$ cat src/rtl/mask_pkg.sv
// Shared types and constants for the mask stream generator.
package mask_pkg;

    // Which colour component is thresholded.
    typedef enum logic [1:0] {
        CH_R    = 2'd0,
        CH_G    = 2'd1,
        CH_B    = 2'd2,
        CH_LUMA = 2'd3
    } chan_sel_t;

    // Frame-level control states.
    typedef enum logic [1:0] {
        WAIT_SOF = 2'd0,
        ACTIVE   = 2'd1,
        DRAIN    = 2'd2,
        TAB      = 2'd3
    } state_t;

    // Input-to-valid_out latency in cycles.
    localparam int PIPE_LAT = 3;

    // BT.601-style luma weights, scaled by 256.
    localparam logic [7:0] LUMA_R = 8'd77;
    localparam logic [7:0] LUMA_G = 8'd150;
    localparam logic [7:0] LUMA_B = 8'd29;

endpackage

$ cat src/rtl/channel_extract.sv
// Combinational RGB565 to 8-bit channel value (R, G, B or luma).
module channel_extract
    import mask_pkg::*;
(
    input  logic [15:0] pixel_in,
    input  logic [1:0]  sel_in,
    output logic [7:0]  value_out
);

    logic [7:0]  r8;
    logic [7:0]  g8;
    logic [7:0]  b8;
    logic [17:0] luma_sum;
    logic        luma_unused;

    // Expand each component to 8 bits by replicating its top bits into the LSBs.
    assign r8 = {pixel_in[15:11], pixel_in[15:13]};
    assign g8 = {pixel_in[10:5],  pixel_in[10:9]};
    assign b8 = {pixel_in[4:0],   pixel_in[4:2]};

    // Weights sum to 256, so the weighted sum never exceeds 16 bits.
    assign luma_sum = 18'(LUMA_R) * 18'(r8)
                    + 18'(LUMA_G) * 18'(g8)
                    + 18'(LUMA_B) * 18'(b8);

    // Bits dropped by the >>8 and the guaranteed-zero top bits.
    assign luma_unused = ^{luma_sum[17:16], luma_sum[7:0]};

    // Select the requested channel.
    always_comb begin
        value_out = r8;
        case (chan_sel_t'(sel_in))
            CH_R:    value_out = r8;
            CH_G:    value_out = g8;
            CH_B:    value_out = b8;
            CH_LUMA: value_out = luma_sum[15:8];
            default: value_out = r8;
        endcase
    end

endmodule

$ cat src/rtl/mask_stream_gen.sv
// Thresholds a pixel stream and emits coordinates of masked pixels plus an
// end-of-frame tabulate pulse with the frame's masked-pixel count.
//
// Stream semantics: there is no back-pressure. pixel_valid_in qualifies
// pixel/hcount/vcount for exactly one cycle; valid_out qualifies x_out/y_out
// for exactly one cycle. tabulate_out is a one-cycle strobe and never
// coincides with valid_out.
module mask_stream_gen
    import mask_pkg::*;
#(
    parameter int H_ACTIVE = 1280,
    parameter int V_ACTIVE = 720
) (
    input  logic        clk_in,
    input  logic        rst_in,
    input  logic [10:0] hcount_in,
    input  logic [9:0]  vcount_in,
    input  logic [15:0] pixel_in,
    input  logic        pixel_valid_in,
    input  logic [1:0]  channel_sel_in,
    input  logic [7:0]  lower_in,
    input  logic [7:0]  upper_in,
    output logic [10:0] x_out,
    output logic [9:0]  y_out,
    output logic        valid_out,
    output logic        tabulate_out,
    output logic [20:0] mask_count_out
);

    state_t      state;
    state_t      state_next;
    logic        drain_cnt;
    logic        accept;
    logic        start;
    logic        is_origin;
    logic        is_last;

    logic [1:0]  cfg_sel;
    logic [7:0]  cfg_lower;
    logic [7:0]  cfg_upper;

    logic        s1_valid;
    logic [15:0] s1_pixel;
    logic [10:0] s1_x;
    logic [9:0]  s1_y;

    logic        s2_valid;
    logic [7:0]  s2_value;
    logic [10:0] s2_x;
    logic [9:0]  s2_y;

    logic [7:0]  ext_value;
    logic        masked;
    logic [20:0] run_count;

    assign is_origin = (hcount_in == 11'd0) && (vcount_in == 10'd0);
    assign is_last   = (hcount_in == 11'(H_ACTIVE - 1)) && (vcount_in == 10'(V_ACTIVE - 1));

    // FSM state register and drain timer (two cycles in DRAIN empties S1/S2).
    always_ff @(posedge clk_in) begin
        if (rst_in) begin
            state     <= WAIT_SOF;
            drain_cnt <= 1'b0;
        end else begin
            state     <= state_next;
            drain_cnt <= (state == DRAIN) ? ~drain_cnt : 1'b0;
        end
    end

    // Next-state and pixel-acceptance decode.
    always_comb begin
        state_next = state;
        accept     = 1'b0;
        start      = 1'b0;
        case (state)
            WAIT_SOF: begin
                if (pixel_valid_in && is_origin) begin
                    accept     = 1'b1;
                    start      = 1'b1;
                    state_next = is_last ? DRAIN : ACTIVE;
                end
            end
            ACTIVE: begin
                if (pixel_valid_in) begin
                    accept = 1'b1;
                    if (is_last) state_next = DRAIN;
                end
            end
            DRAIN: begin
                if (drain_cnt) state_next = TAB;
            end
            TAB: begin
                state_next = WAIT_SOF;
            end
            default: state_next = WAIT_SOF;
        endcase
    end

    // Frame configuration is captured only at start of frame.
    always_ff @(posedge clk_in) begin
        if (rst_in) begin
            cfg_sel   <= 2'd0;
            cfg_lower <= 8'd0;
            cfg_upper <= 8'd0;
        end else if (start) begin
            cfg_sel   <= channel_sel_in;
            cfg_lower <= lower_in;
            cfg_upper <= upper_in;
        end
    end

    channel_extract u_extract (
        .pixel_in  (s1_pixel),
        .sel_in    (cfg_sel),
        .value_out (ext_value)
    );

    // An inverted window (lower > upper) can never satisfy both bounds.
    assign masked = s2_valid && (s2_value >= cfg_lower) && (s2_value <= cfg_upper);

    // Three-stage pipeline: S1 input, S2 channel value, S3 compare/output.
    always_ff @(posedge clk_in) begin
        if (rst_in) begin
            s1_valid  <= 1'b0;
            s1_pixel  <= 16'd0;
            s1_x      <= 11'd0;
            s1_y      <= 10'd0;
            s2_valid  <= 1'b0;
            s2_value  <= 8'd0;
            s2_x      <= 11'd0;
            s2_y      <= 10'd0;
            valid_out <= 1'b0;
            x_out     <= 11'd0;
            y_out     <= 10'd0;
        end else begin
            s1_valid  <= accept;
            s1_pixel  <= pixel_in;
            s1_x      <= hcount_in;
            s1_y      <= vcount_in;
            s2_valid  <= s1_valid;
            s2_value  <= ext_value;
            s2_x      <= s1_x;
            s2_y      <= s1_y;
            valid_out <= masked;
            x_out     <= s2_x;
            y_out     <= s2_y;
        end
    end

    // Running count tracks the S3 load so it already includes the last beat in TAB.
    always_ff @(posedge clk_in) begin
        if (rst_in) begin
            run_count <= 21'd0;
        end else if (start) begin
            run_count <= 21'd0;
        end else if (masked && (run_count != {21{1'b1}})) begin
            run_count <= run_count + 21'd1;
        end
    end

    // End-of-frame strobe and published count, registered out of TAB.
    always_ff @(posedge clk_in) begin
        if (rst_in) begin
            tabulate_out   <= 1'b0;
            mask_count_out <= 21'd0;
        end else begin
            tabulate_out <= (state == TAB);
            if (state == TAB) mask_count_out <= run_count;
        end
    end

endmodule

$ cat config.mk
export PLATFORM = sky130hd
export DESIGN_NAME = mask_stream_gen
export DESIGN_NICKNAME = d
export VERILOG_FILES = /design/src/rtl/mask_pkg.sv /design/src/rtl/channel_extract.sv /design/src/rtl/mask_stream_gen.sv
export SDC_FILE = /design/constraint.sdc
export NUM_CORES = 1
export LEC_CHECK = 0
export ABC_AREA = 1
export BUFFER_PORTS_ARGS = -buffer_cell sky130_fd_sc_hd__buf_4
export CAP_MARGIN = 0
export CORE_MARGIN = 1
export CORE_UTILIZATION = 64
export DETAILED_ROUTE_END_ITERATION = 8
export GPL_ROUTABILITY_DRIVEN = 0
export HOLD_SLACK_MARGIN = 0.06
export PLACE_DENSITY = 0.91
export SLEW_MARGIN = 20
export SYNTH_ARGS = -nofsm -noshare
export SYNTH_HDL_FRONTEND = slang
export SYNTH_HIERARCHICAL = 1
export SYNTH_SLANG_ARGS = --single-unit
$ cat constraint.sdc
create_clock -name clk_in -period 18.51 [get_ports clk_in]
set_input_delay 0.9255 -clock clk_in [delete_from_list [all_inputs] [get_ports clk_in]]
set_output_delay 0.9255 -clock clk_in [all_outputs]
set_load 0.01 [all_outputs]
# --- Word level (Yosys, flattened, before mapping) ---
# Cells that the tools add are included.
op_classes:
  multipliers: 3
  n_addsub: 3
  mux: 11
  eq_ne: 13
  bitwise: 2
  n_lt_le_gt_ge: 2
  n_reduce_logical: 13
op_table:
  columns: ["cell", "count"]
  rows:
  - ["$pmux 8 s4", 1]
  - ["$mul 7x8->15 const A", 2]
  - ["$add 21x1->21 const B", 1]
  - ["$ne 21x21->1 const B", 1]
  - ["$add 15x16->16", 1]
  - ["$add 16x13->16", 1]
  - ["$mul 5x8->13 const A", 1]
  - ["$eq 11x11->1 const B", 1]
  - ["$logic_not 11->1", 1]
  - ["$eq 10x10->1 const B", 1]
  - ["$logic_not 10->1", 1]
  - ["$mux 2", 5]
  - ["$eq 2x2->1 const B", 4]
  - ["$ge 8x8->1", 1]
  - ["$le 8x8->1", 1]
  - ["$ne 2x2->1 const B", 4]
  - ["$pmux 2 s4", 1]
  - ["$logic_and 1x1->1", 6]
  - ["$eq 2x1->1 const B", 2]
  - ["$logic_not 2->1", 2]
  - ["$reduce_and 4->1", 1]
  - ["$reduce_or 2->1", 2]
  - ["$mux 1", 3]
  - ["$not 1->1", 2]
  - ["$pmux 1 s2", 1]
word_totals:
  output_inout_bits: 44
  ff_bits: 154
  inputBits: 58
  word_cells: 66

# --- Logic depth before layout (Yosys ltp) ---
# Gate-level depths: netlist (run 1).
logic_depth:
  ltp_word: 6
  ltp_mapped: 30
  depth_no_buf: 30

# --- Hierarchy ---
# Netlist (run 1), hierarchy kept.
modules_own_cells:
  columns: ["mod", "seq_area_each_um2", "cells_each", "area_per_inst_um2", "n_inst"]
  rows:
  - ["mask_stream_gen", 3083.0, 760, 5929.4, 1]
  - ["channel_extract", 0.0, 449, 3502.1, 1]

# --- Least setup slack after synthesis (run 1) ---
# No wires, ideal clock.
synth_timing:
  path_type: "reg-to-reg"
  start: "register s1_pixel[9]"
  end: "register s2_value[7]"
  arrival_ps: 5715
  synth_period_minus_slack_ps: 5842
  path_buffers: 0
  setup_time_ps: 128
  required_time_ps: 18382
  path_slack_ps: 12668
  path_stages_with_launch: 29
  path_cell_list: "dfxtp_1 -> ha_1 -> ha_1 -> inv_1 -> fa_1 -> fa_1 -> inv_1 -> ha_1 -> nand2_1 -> nand2_1 -> a31oi_1 -> xnor2_1 -> ha_1 -> fa_1 -> inv_1 -> fa_1 -> fa_1 -> inv_1 -> ha_1 -> nand2_1 -> nor2_2 -> and2_1 -> nand2_1 -> nand2_1 -> nand3_1 -> nand3_1 -> nand3_1 -> inv_1 -> nor2_1"
synth_between:
  elab_chain_cells: 4
synth_lines:
  columns: ["element", "line", "rtl"]
  rows:
  - ["start, declared", "mask_stream_gen.sv:43", "logic [15:0] s1_pixel;"]
  - ["start signal, assigned", "mask_stream_gen.sv:137", "s1_pixel <= pixel_in;"]
  - ["$mul 7x8->15", "channel_extract.sv:23", "+ 18'(LUMA_G) * 18'(g8)"]
  - ["$add 15x16->16", "channel_extract.sv:23", null]
  - ["$add 16x13->16", "channel_extract.sv:24", "+ 18'(LUMA_B) * 18'(b8);"]
  - ["$pmux 8 s4", "channel_extract.sv:32", "case (chan_sel_t'(sel_in))"]
  - ["named net ext_value[7]", "mask_stream_gen.sv:52", "logic [7:0] ext_value;"]
  - ["end signal, assigned", "mask_stream_gen.sv:141", "s2_value <= ext_value;"]
  - ["end, declared", "mask_stream_gen.sv:48", "logic [7:0] s2_value;"]
# The timed path passes the listed nets, and every way through them passes these cells.
# A chain may end at the register's enable or synchronous reset.

# --- Worst setup path after layout (run 1) ---
layout_timing:
  start: "register s1_pixel[8]"
  end: "register s2_value[7]"
# The elaborated chain is that of the path after synthesis.

==> run summary, run 1 <==
Synthesis
* sky130_fd_sc_hd__inv_1 (246), sky130_fd_sc_hd__nor2_1 (188), sky130_fd_sc_hd__nand2_1 (178), sky130_fd_sc_hd__dfxtp_1 (154), sky130_fd_sc_hd__ha_1 (104) — commonest cells in the synthesized netlist
* 1209 — gate count of the mapped netlist
* 7.801 um2 — synthesized area divided by synthesized cell count
* 1425 — number of nets in the synthesized netlist
* 0% — Synth async-reset ratio
* 32.69% — sequential element share of the synthesized area
* sky130_fd_sc_hd__dfxtp_1 — top_reg_cell synth
* sky130_fd_sc_hd__dfxtp_1 — cell accounting for the most synthesized area
* 32.69% — share of Yosys cell area claimed by the top area cell type
* sky130_fd_sc_hd__inv_1 — most instantiated library cell after synthesis
* 9432 um2 — cell area after synthesis
* sky130_fd_sc_hd__dfxtp_1 (33%), sky130_fd_sc_hd__ha_1 (14%), sky130_fd_sc_hd__fa_1 (11%) — biggest area contributors in the synthesized netlist
* 6 — warnings from Yosys
* 154 — Synth Register Bits
* 41 — number of library cell types mapped by synthesis
* 0 — number of synthesized flops with an enable pin

Critical path
* s1_pixel[8] — Critical R2R Launch
* register to register — type of the worst setup path
* 5 — total buffers and inverters traversed by the critical path
* s2_value[7] — destination of the worst register-to-register timing path
* 5 — crit path max fanout
* 18.79 ns — CP required
* 0.55 ns — biggest cell delay along the critical path
* register — Critical Path Sink Type
* 12.01 ns — reg-to-reg setup timing slack
* sky130_fd_sc_hd__fa_1 — master of the slowest instance on the critical path
* adder cells — Crit path max-delay family
* 27 — number of cell instances on the worst register-to-register path
* 6.77 ns — arrival time of the worst setup path
* register — CP startpoint kind

Hold path
* x_out[0] — hold endpoint
* 2 — hold depth
* register to register — class of the tightest hold or removal check
* s2_x[0] — Hold Crit Start

GRT
* 95 — largest net degree at the start of global routing
* 0 — initial antenna violation count
* 8489 — vias in the first global route
* 0 — GRT overflow
* 33.63% — overall track demand over capacity in global routing
* 38870 um — global-route wire length before repair

STA
* 0 — total setup violations reported at the end of the flow
* 0 — final-report max-slew violation count
* 35.09% — crit share post-route
* 0.009949 ns — Worst Clk Skew
* 0 ns — Post-Route Setup TNS
* no — setup repair after global routing missed its margin
* 154.0 MHz — Fmax achieved
* 6.496 ns — final critical path time including I/O delays and setup
* 0.9282 ns — Tightest Pin Transition
* 0 — final number of hold-violating endpoints
* 38.12% — max-slew headroom at the worst pin

Route
* 8276 — total number of vias
* 16.17 um — routed len/inst
* 6 — iteration count of the initial detailed-routing pass
* 24200 um — WL final
* 0 — drc violations
* 5.532 — Via density
* 689 — drt initial violations
* 0 — remaining antenna violation count after routing

Floorplanning
* 102 — total I/O pin count
* 14150 um2 — core area
* 43 — placement row count
* 66.65% — initial core utilization
* 123.4 um — chip width
* 15230 um2 — die area
* 123.4 um — die height

Pwr
* 5.600 nW — leakage power total
* 117.9 nW/um2 — power density over the cells
* 0.0001046 V — maximum vdd drop

Layout
* 13.45% — share of post-route cells with drive strength above 1
* 15.41% — relative area change from synthesis to final layout
* 10890 um2 — final design area excluding fillers
* 0 — count of antenna diodes in the layout
* 1520 — fin nets

Clock network
* 0.43 ns — insertion delay to the later sink of the worst-skew pair
* 0 — Resized Gates After CTS
* 0 — hold bufs inserted after CTS
* yes — clock tree from TritonCTS
* sky130_fd_sc_hd__clkbuf_16 — master cell of the clock root buffer
* 2 — clock tree buffer depth
* 154 — TritonCTS Sinks
* 17 — clock buffers created by TritonCTS
* 4 — count of H-tree levels built during CTS
* 0.06 ns — CTS clock-pin slew for the worst setup and hold paths
* 0 — total setup buffers inserted after CTS

Placed design
* 101 — count of port buffers added during placement
* 10310 um2 — Placed Instance Area
* 16340 um — Final HPWL DP

Flow run
* 0 — number of max-cap violations

Run status
* finished, final reports clean — result of the run

## stage by stage
| stage | cells | hold slack, ns | total power, mW | setup WS (ns) | utilization, % |
|---|---|---|---|---|---|
| floorplan | 1209 | 0.3883 | 0.7877 | 12.67 | - |
| global placement | 1465 | 0.3901 | 0.8864 | 12.41 | 72.83 |
| detailed placement | 1465 | 0.3928 | 0.9166 | 12.18 | 72.84 |
| CTS | 1496 | 0.4032 | 1.269 | 12.07 | 76.93 |
| global route | 1496 | 0.4120 | 1.375 | 11.74 | 76.93 |
| finish | 1496 | 0.4008 | 1.283 | 12.01 | 76.93 |
## layout make-up
type,instances,area (um2)
clock buffer,18,439.2
clock inverter,13,138.9
fill,898,3264
inverter,251,942.2
multi-input combinational,777,5284
sequential,154,3083
tap,180,225.2
timing repair buffer,103,773.2
## where the power goes
part           internal, mW  total (mW)  switching [mW]
combinational         0.218       0.583           0.365
clock                 0.192       0.342           0.150
sequential            0.346       0.358          0.0124
total                 0.755        1.28           0.528
## worst min-delay path: cells and delay by family, from the launching register on
kind | cells | cell delay [ns]
flip-flops | 1 | 0.30
buffers and inverters | 1 | 0.04
AND/OR/NAND/NOR | 1 | 0.03
## cell usage in the layout (no fill, tap or decap), types with 15 or more instances in the layout
master	netlist	final
sky130_fd_sc_hd__inv_1	246	246
sky130_fd_sc_hd__nor2_1	188	187
sky130_fd_sc_hd__nand2_1	178	178
sky130_fd_sc_hd__dfxtp_1	154	154
sky130_fd_sc_hd__ha_1	104	104
sky130_fd_sc_hd__buf_4	1	103
sky130_fd_sc_hd__nand3_1	62	62
sky130_fd_sc_hd__fa_1	54	54
sky130_fd_sc_hd__a21oi_1	51	51
sky130_fd_sc_hd__o21ai_0	45	45
sky130_fd_sc_hd__clkbuf_16	0	17
sky130_fd_sc_hd__nand4_1	15	15
## cells by family (layout without fill, tap and decap cells)
family                   after synthesis  after routing  share of synthesized area [%]
AND/OR/NAND/NOR                      480            480                          21.88
adder cells (fa/ha/maj)              158            158                          25.26
buffers and inverters                278            385                          11.32
flip-flops                           154            154                          32.69
AO/OA/AOI/OAI                        121            121                          7.190
XOR/XNOR                              18             18                          1.672
## state kept, by name, indices dropped and copies added, names as in the netlist, 2 cells and up
register / cells
cfg_lower: 8
cfg_sel: 2
cfg_upper: 8
mask_count_out: 21
run_count: 21
s1_pixel: 16
s1_x: 11
s1_y: 10
s2_value: 8
s2_x: 11
s2_y: 10
state: 2
x_out: 11
y_out: 10
## worst max-delay path by stage
stage,startpoint,end,slack (ns),cells after the start
floorplan,s1_pixel[9],s2_value[7],12.67,28
global placement,s1_pixel[9],s2_value[7],12.41,28
detailed placement,s1_pixel[8],s2_value[7],12.18,27
CTS,s1_pixel[8],s2_value[7],12.07,27
global route,s1_pixel[9],s2_value[7],11.74,28
finish,s1_pixel[8],s2_value[7],12.01,27
## routing by layer
layer	share of wire [%]	wire length (um)	vias to the layer above	GRT usage [%]
met1	39	9390	3825	38.36
li1	-	-	3910	-
met2	48	11660	426	57.05
met4	5.1	1234	0	18.98
met3	7.9	1910	115	8.764
met5	0	0	-	0
Power figures use the tool's default switching activity.
==> inputs of run 2 (changes only) <==
Settings changed: CORE_UTILIZATION 64 to 60, PLACE_DENSITY 0.91 to 0.86.
Clock period 18.51 ns to 6.6 ns, I/O delays scaled along.
==> run summary, run 2 (synthesis results as in run 1) <==
Run status
* finished, final reports clean — result of the run

Clock network
* 0 — hold bufs inserted after CTS, unchanged
* 154 — TritonCTS Sinks, unchanged
* 2 — clock tree buffer depth, unchanged
* yes — clock tree from TritonCTS
* 4 — count of H-tree levels built during CTS, unchanged
* 0.43 ns — insertion delay to the later sink of the worst-skew pair, about the same
* 0.07 ns — CTS clock-pin slew for the worst setup and hold paths, about the same
* 0 — total setup buffers inserted after CTS, unchanged
* sky130_fd_sc_hd__clkbuf_16 — master cell of the clock root buffer
* 17 — clock buffers created by TritonCTS, unchanged

Flow run
* 0 — number of max-cap violations, unchanged

STA
* 0 — total setup violations reported at the end of the flow, unchanged
* 39.78% — max-slew headroom at the worst pin, +1.7 points
* 0.9033 ns — Tightest Pin Transition, -0.02491 ns
* 0.3526 ns — Final Worst Setup Slack, -11.66 ns
* 0 — final number of hold-violating endpoints, unchanged
* 94.66% — crit share post-route, +60 points
* 0 ns — Post-Route Setup TNS, unchanged
* 160.1 MHz — Fmax achieved, +4.0%
* 6.247 ns — final critical path time including I/O delays and setup, -0.2481 ns
* no — setup repair after global routing missed its margin
* 0 — final-report max-slew violation count, unchanged
* 0.009365 ns — Worst Clk Skew, -0.0005839 ns

Route
* 6 — iteration count of the initial detailed-routing pass, unchanged
* 0 — drc violations, unchanged
* 5.122 — Via density, -7.4%
* 543 — drt initial violations, -21%
* 7827 — total number of vias, -5.4%
* 13.80 um — routed len/inst, -15%
* 21090 um — WL final, -13%
* 0 — remaining antenna violation count after routing, unchanged

Floorplanning
* 127.4 um — die height, +3.2%
* 127.4 um — chip width, +3.2%
* 61.81% — initial core utilization, -4.8 points
* 15260 um2 — core area, +7.8%
* 102 — total I/O pin count, unchanged
* 45 — placement row count, +4.7%
* 16220 um2 — die area, +6.6%

Pwr
* 324.8 nW/um2 — power density over the cells, +180%
* 5.600 nW — leakage power total, about the same
* 0.0002657 V — maximum vdd drop, +150%

Layout
* 1520 — fin nets, unchanged
* sky130_fd_sc_hd__inv_1 — most common library cell in the layout ignoring fill and taps
* 0 — count of antenna diodes in the layout, unchanged
* 13.90% — share of post-route cells with drive strength above 1, +0.45 points
* 15.93% — relative area change from synthesis to final layout
* mask_count_out: 21 flops, run_count: 21 flops, s1_pixel: 16 flops — largest registers
* sky130_fd_sc_hd__inv_1 (246), sky130_fd_sc_hd__nor2_1 (187), sky130_fd_sc_hd__nand2_1 (178), sky130_fd_sc_hd__dfxtp_1 (150), sky130_fd_sc_hd__ha_1 (104) — commonest cells after routing, fill and taps aside

Critical path
* sky130_fd_sc_hd__fa_1 — master of the slowest instance on the critical path
* sky130_fd_sc_hd__inv_1 — Critical Path Most Common Cell
* s1_pixel[9] — Critical R2R Launch
* register — Critical Path Sink Type
* register — CP startpoint kind
* 6.88 ns — CP required, -11.91 ns
* 6.53 ns — arrival time of the worst setup path, -0.24 ns
* register to register — type of the worst setup path
* s1_pixel[9] — worst setup path start
* 0.56 ns — biggest cell delay along the critical path, about the same
* 9 — crit path max fanout, +4

Placed design
* 0.2715 ns — Post-Place Setup Slack, -11.90 ns
* 101 — count of port buffers added during placement, unchanged
* 15870 um — Final HPWL DP, -2.9%

Hold path
* primary input to register — class of the tightest hold or removal check
* pixel_in[3] — Hold Crit Start

GRT
* 35420 um — global-route wire length before repair, -8.9%
* 7726 — vias in the first global route, -9.0%
* 95 — largest net degree at the start of global routing, unchanged
* 0 — GRT overflow, unchanged
* 27.88% — overall track demand over capacity in global routing, -5.7 points
* 0 — initial antenna violation count, unchanged

-- run 2: cell count changes in the layout (fill, tap and decap cells not counted), moves of 2 or more --
cell,before,now
sky130_fd_sc_hd__dfxtp_1,154,150
sky130_fd_sc_hd__dfxtp_2,0,4
sky130_fd_sc_hd__inv_6,3,6
sky130_fd_sc_hd__clkinv_8,1,3
-- run 2: worst max-delay path, delay by kind of cell, from the launching register on --
kind                       cells  cell delay [ns]
DFF                            1             0.43
and+or+nand+nor                9             0.82
AOI/OAI and AO/OA              1             0.18
adders and majority gates     10             4.06
buffers and inverters          7             0.44
xor gates and xnor gates       1             0.15
-- run 2: cell type report --
class | instances | area (um2)
clock buffers | 17 | 425.4
clock inverters | 15 | 153.9
fillers | 1126 | 4324
inverters | 251 | 942.2
multi-input cells | 777 | 5288
flip-flops and latches | 154 | 3088
well taps | 211 | 264.0
repair buffers | 103 | 773.2
-- run 2: repair_timing --
action / CTS / global route
endpoints found under the hold margin: 0 / 0
resized for setup: 0 / 5
endpoints found under the setup margin: 0 / 5
-- run 2: through the flow --
step	hold slack, ns	instances	cell area (um2)	utilization, %	total power [mW]
global placement	0.3908	1496	10340	67.79	2.484
detailed placement	0.3923	1496	10350	67.81	2.562
finish	0.09689	1528	10930	71.66	3.551
global route	0.1056	1528	10930	71.66	3.839
floorplan	0.3883	1209	9432	-	2.209
CTS	0.08911	1528	10930	71.60	3.533
-- run 2: path summary, 6_finish.rpt --
check,end,slack (ns),cells after the start
max,s2_value[3],0.35,28
min,s1_pixel[3],0.1,3
max reg2reg,s2_value[3],0.35,28
min reg2reg,s2_x[10],0.40,2
-- run 2: power by group --
group / total [mW] / internal, mW / switching [mW] / leakage (nW)
sequential: 1.00 / 0.969 / 0.0324 / 1.26
combinational: 1.60 / 0.605 / 0.991 / 4.06
clock: 0.954 / 0.503 / 0.451 / 0.282
total: 3.55 / 2.08 / 1.47 / 5.60
-- run 2: per-layer routing --
metal	vias up	global-route usage [%]	part of all wire, %	wire length, um
met4	0	11.62	2.7	561
met3	45	6.491	6.7	1421
met1	3584	35.05	43	9134
met5	-	0	0	0
li1	3917	-	-	-
met2	281	46.19	47	9968
==> inputs of run 3 (changes only) <==
Settings changed: CORE_UTILIZATION 60 to 64, PLACE_DENSITY 0.86 to 0.91.
Clock period 6.6 ns to 8 ns, I/O delays scaled along.
==> run summary, run 3 (synthesis results as in run 1) <==
Run status
* finished, final reports clean — result of the run

STA
* 0.009083 ns — Worst Clk Skew, -0.0002817 ns
* 0 — final number of hold-violating endpoints, unchanged
* 0.9037 ns — Tightest Pin Transition, +0.0004188 ns
* 0 — final-report max-slew violation count, unchanged
* 0 — total setup violations reported at the end of the flow, unchanged
* 80.37% — crit share post-route, -14 points
* 155.5 MHz — Fmax achieved, -2.8%
* 0 ns — Post-Route Setup TNS, unchanged
* 39.75% — max-slew headroom at the worst pin, about the same
* 0.1670 ns — worst hold slack after final layout, +0.07010 ns
* no — setup repair after global routing missed its margin
* 6.430 ns — final critical path time including I/O delays and setup, +0.1826 ns

Flow run
* 0 — number of max-cap violations, unchanged

Hold path
* 3 — hold depth, unchanged
* s1_pixel[11] — hold endpoint
* primary input to register — class of the tightest hold or removal check
* pixel_in[11] — Hold Crit Start

Layout
* mask_count_out: 21 flops, run_count: 21 flops, s1_pixel: 16 flops — largest registers
* 0 — count of antenna diodes in the layout, unchanged
* 1520 — fin nets, unchanged
* 15.56% — relative area change from synthesis to final layout
* 10900 um2 — final design area excluding fillers, -0.32%
* sky130_fd_sc_hd__inv_1 — most common library cell in the layout ignoring fill and taps
* 13.52% — share of post-route cells with drive strength above 1, -0.38 points
* sky130_fd_sc_hd__inv_1 (246), sky130_fd_sc_hd__nor2_1 (187), sky130_fd_sc_hd__nand2_1 (178), sky130_fd_sc_hd__dfxtp_1 (154), sky130_fd_sc_hd__ha_1 (104) — commonest cells after routing, fill and taps aside

Pwr
* 271.6 nW/um2 — power density over the cells, -16%
* 0.0002368 V — maximum vdd drop, -11%
* 2.960 mW — overall power after layout, -17%
* 5.598 nW — leakage power total, about the same

Clock network
* 0.07 ns — CTS clock-pin slew for the worst setup and hold paths, about the same
* 0 — Resized Gates After CTS, unchanged
* 0.43 ns — insertion delay to the later sink of the worst-skew pair, about the same
* yes — clock tree from TritonCTS
* 17 — clock buffers created by TritonCTS, unchanged
* 2 — clock tree buffer depth, unchanged
* sky130_fd_sc_hd__clkbuf_16 — master cell of the clock root buffer
* 0 — total setup buffers inserted after CTS, unchanged
* 4 — count of H-tree levels built during CTS, unchanged
* 0 — hold bufs inserted after CTS, unchanged
* 154 — TritonCTS Sinks, unchanged

Critical path
* 26 — number of cell instances on the worst register-to-register path, -7.1%
* register to register — type of the worst setup path
* register — Critical Path Sink Type
* 5 — crit path max fanout, -4
* 8.29 ns — CP required, +1.41 ns
* register — CP startpoint kind
* 6.72 ns — arrival time of the worst setup path, +0.19 ns
* s1_pixel[8] — Critical R2R Launch
* s2_value[6] — destination of the worst register-to-register timing path
* 1.57 ns — reg-to-reg setup timing slack, +1.22 ns

GRT
* 95 — largest net degree at the start of global routing, unchanged
* 0 — GRT overflow, unchanged
* 0 — initial antenna violation count, unchanged
* 32.55% — overall track demand over capacity in global routing, +4.7 points
* 37780 um — global-route wire length before repair, +6.7%
* 8291 — vias in the first global route, +7.3%

Route
* 0 — remaining antenna violation count after routing, unchanged
* 15.57 um — routed len/inst, +13%
* 5 — iteration count of the initial detailed-routing pass, -1
* 8147 — total number of vias, +4.1%
* 5.442 — Via density, +6.2%
* 23310 um — WL final, +11%
* 699 — drt initial violations, +29%
* 0 — drc violations, unchanged

Floorplanning
* 123.4 um — die height, -3.1%
* 43 — placement row count, -4.4%
* 66.65% — initial core utilization, +4.8 points
* 123.4 um — chip width, -3.1%
* 102 — total I/O pin count, unchanged
* 15230 um2 — die area, -6.2%
* 14150 um2 — core area, -7.3%

Placed design
* 16390 um — Final HPWL DP, +3.3%
* 101 — count of port buffers added during placement, unchanged
* 10310 um2 — Placed Instance Area, -0.38%

run 3: cell types whose count changed in the layout (fill, tap and decap cells not counted), sizes merged:
cell	change
clkbuf	+1
clkinv	-3
bufinv	+1
inv	-1
clkinvlp	+2
run 3: through the flow:
stage,worst slack [ns],utilization [%],cells
floorplan,2.158,-,1209
detailed placement,1.667,72.84,1465
CTS,1.617,77.03,1497
global placement,1.904,72.83,1465
finish,1.570,77.03,1497
global route,1.293,77.03,1497
run 3: layer usage:
metal / wire length, um / global-route usage, %
met1: 9290 / 38.07
met2: 11360 / 56.60
met3: 1774 / 7.565
met4: 882 / 14.46
met5: 0 / 0
run 3: worst max-delay path by stage:
stage	from	endpoint	slack, ns	cells after the start
2_1_floorplan	s1_pixel[9]	s2_value[7]	2.16	28
3_3_place_gp	s1_pixel[9]	s2_value[7]	1.90	28
3_5_place_dp	s1_pixel[8]	s2_value[7]	1.67	27
4_1_cts	s1_pixel[8]	s2_value[6]	1.62	26
5_1_grt	s1_pixel[8]	s2_value[6]	1.29	26
6_report	s1_pixel[8]	s2_value[6]	1.57	26
run 3: cell type report:
cell class	count	area, um2
timing repair buffer	103	773.2
sequential	154	3083
multi-input combinational	777	5284
inverter	251	942.2
clock buffer	18	439.2
clock inverter	14	152.6
tap	180	225.2
fill	901	3251
run 3: critical path, cell delays in order (launching register included):
cell	delay (ns)
sky130_fd_sc_hd__dfxtp_1	0.46
sky130_fd_sc_hd__ha_1	0.29
sky130_fd_sc_hd__ha_1	0.31
sky130_fd_sc_hd__ha_1	0.29
sky130_fd_sc_hd__inv_1	0.05
sky130_fd_sc_hd__fa_1	0.50
sky130_fd_sc_hd__inv_1	0.04
sky130_fd_sc_hd__ha_1	0.36
sky130_fd_sc_hd__a21oi_1	0.23
sky130_fd_sc_hd__a21boi_2	0.27
sky130_fd_sc_hd__xnor2_1	0.19
sky130_fd_sc_hd__fa_1	0.48
sky130_fd_sc_hd__fa_1	0.53
sky130_fd_sc_hd__inv_1	0.05
sky130_fd_sc_hd__fa_1	0.46
sky130_fd_sc_hd__fa_1	0.54
sky130_fd_sc_hd__inv_1	0.04
sky130_fd_sc_hd__ha_1	0.34
sky130_fd_sc_hd__nand2_1	0.13
sky130_fd_sc_hd__nor4_1	0.26
sky130_fd_sc_hd__nand2_1	0.12
sky130_fd_sc_hd__nand2_1	0.07
sky130_fd_sc_hd__nand2_1	0.04
sky130_fd_sc_hd__nand3_1	0.06
sky130_fd_sc_hd__nand3b_1	0.07
sky130_fd_sc_hd__inv_1	0.06
sky130_fd_sc_hd__nor2_1	0.03
run 3: power breakdown:
group | internal [mW] | switching (mW) | leakage (nW)
Sequential | 0.799 | 0.0276 | 1.26
Combinational | 0.502 | 0.825 | 4.06
Clock | 0.449 | 0.358 | 0.281
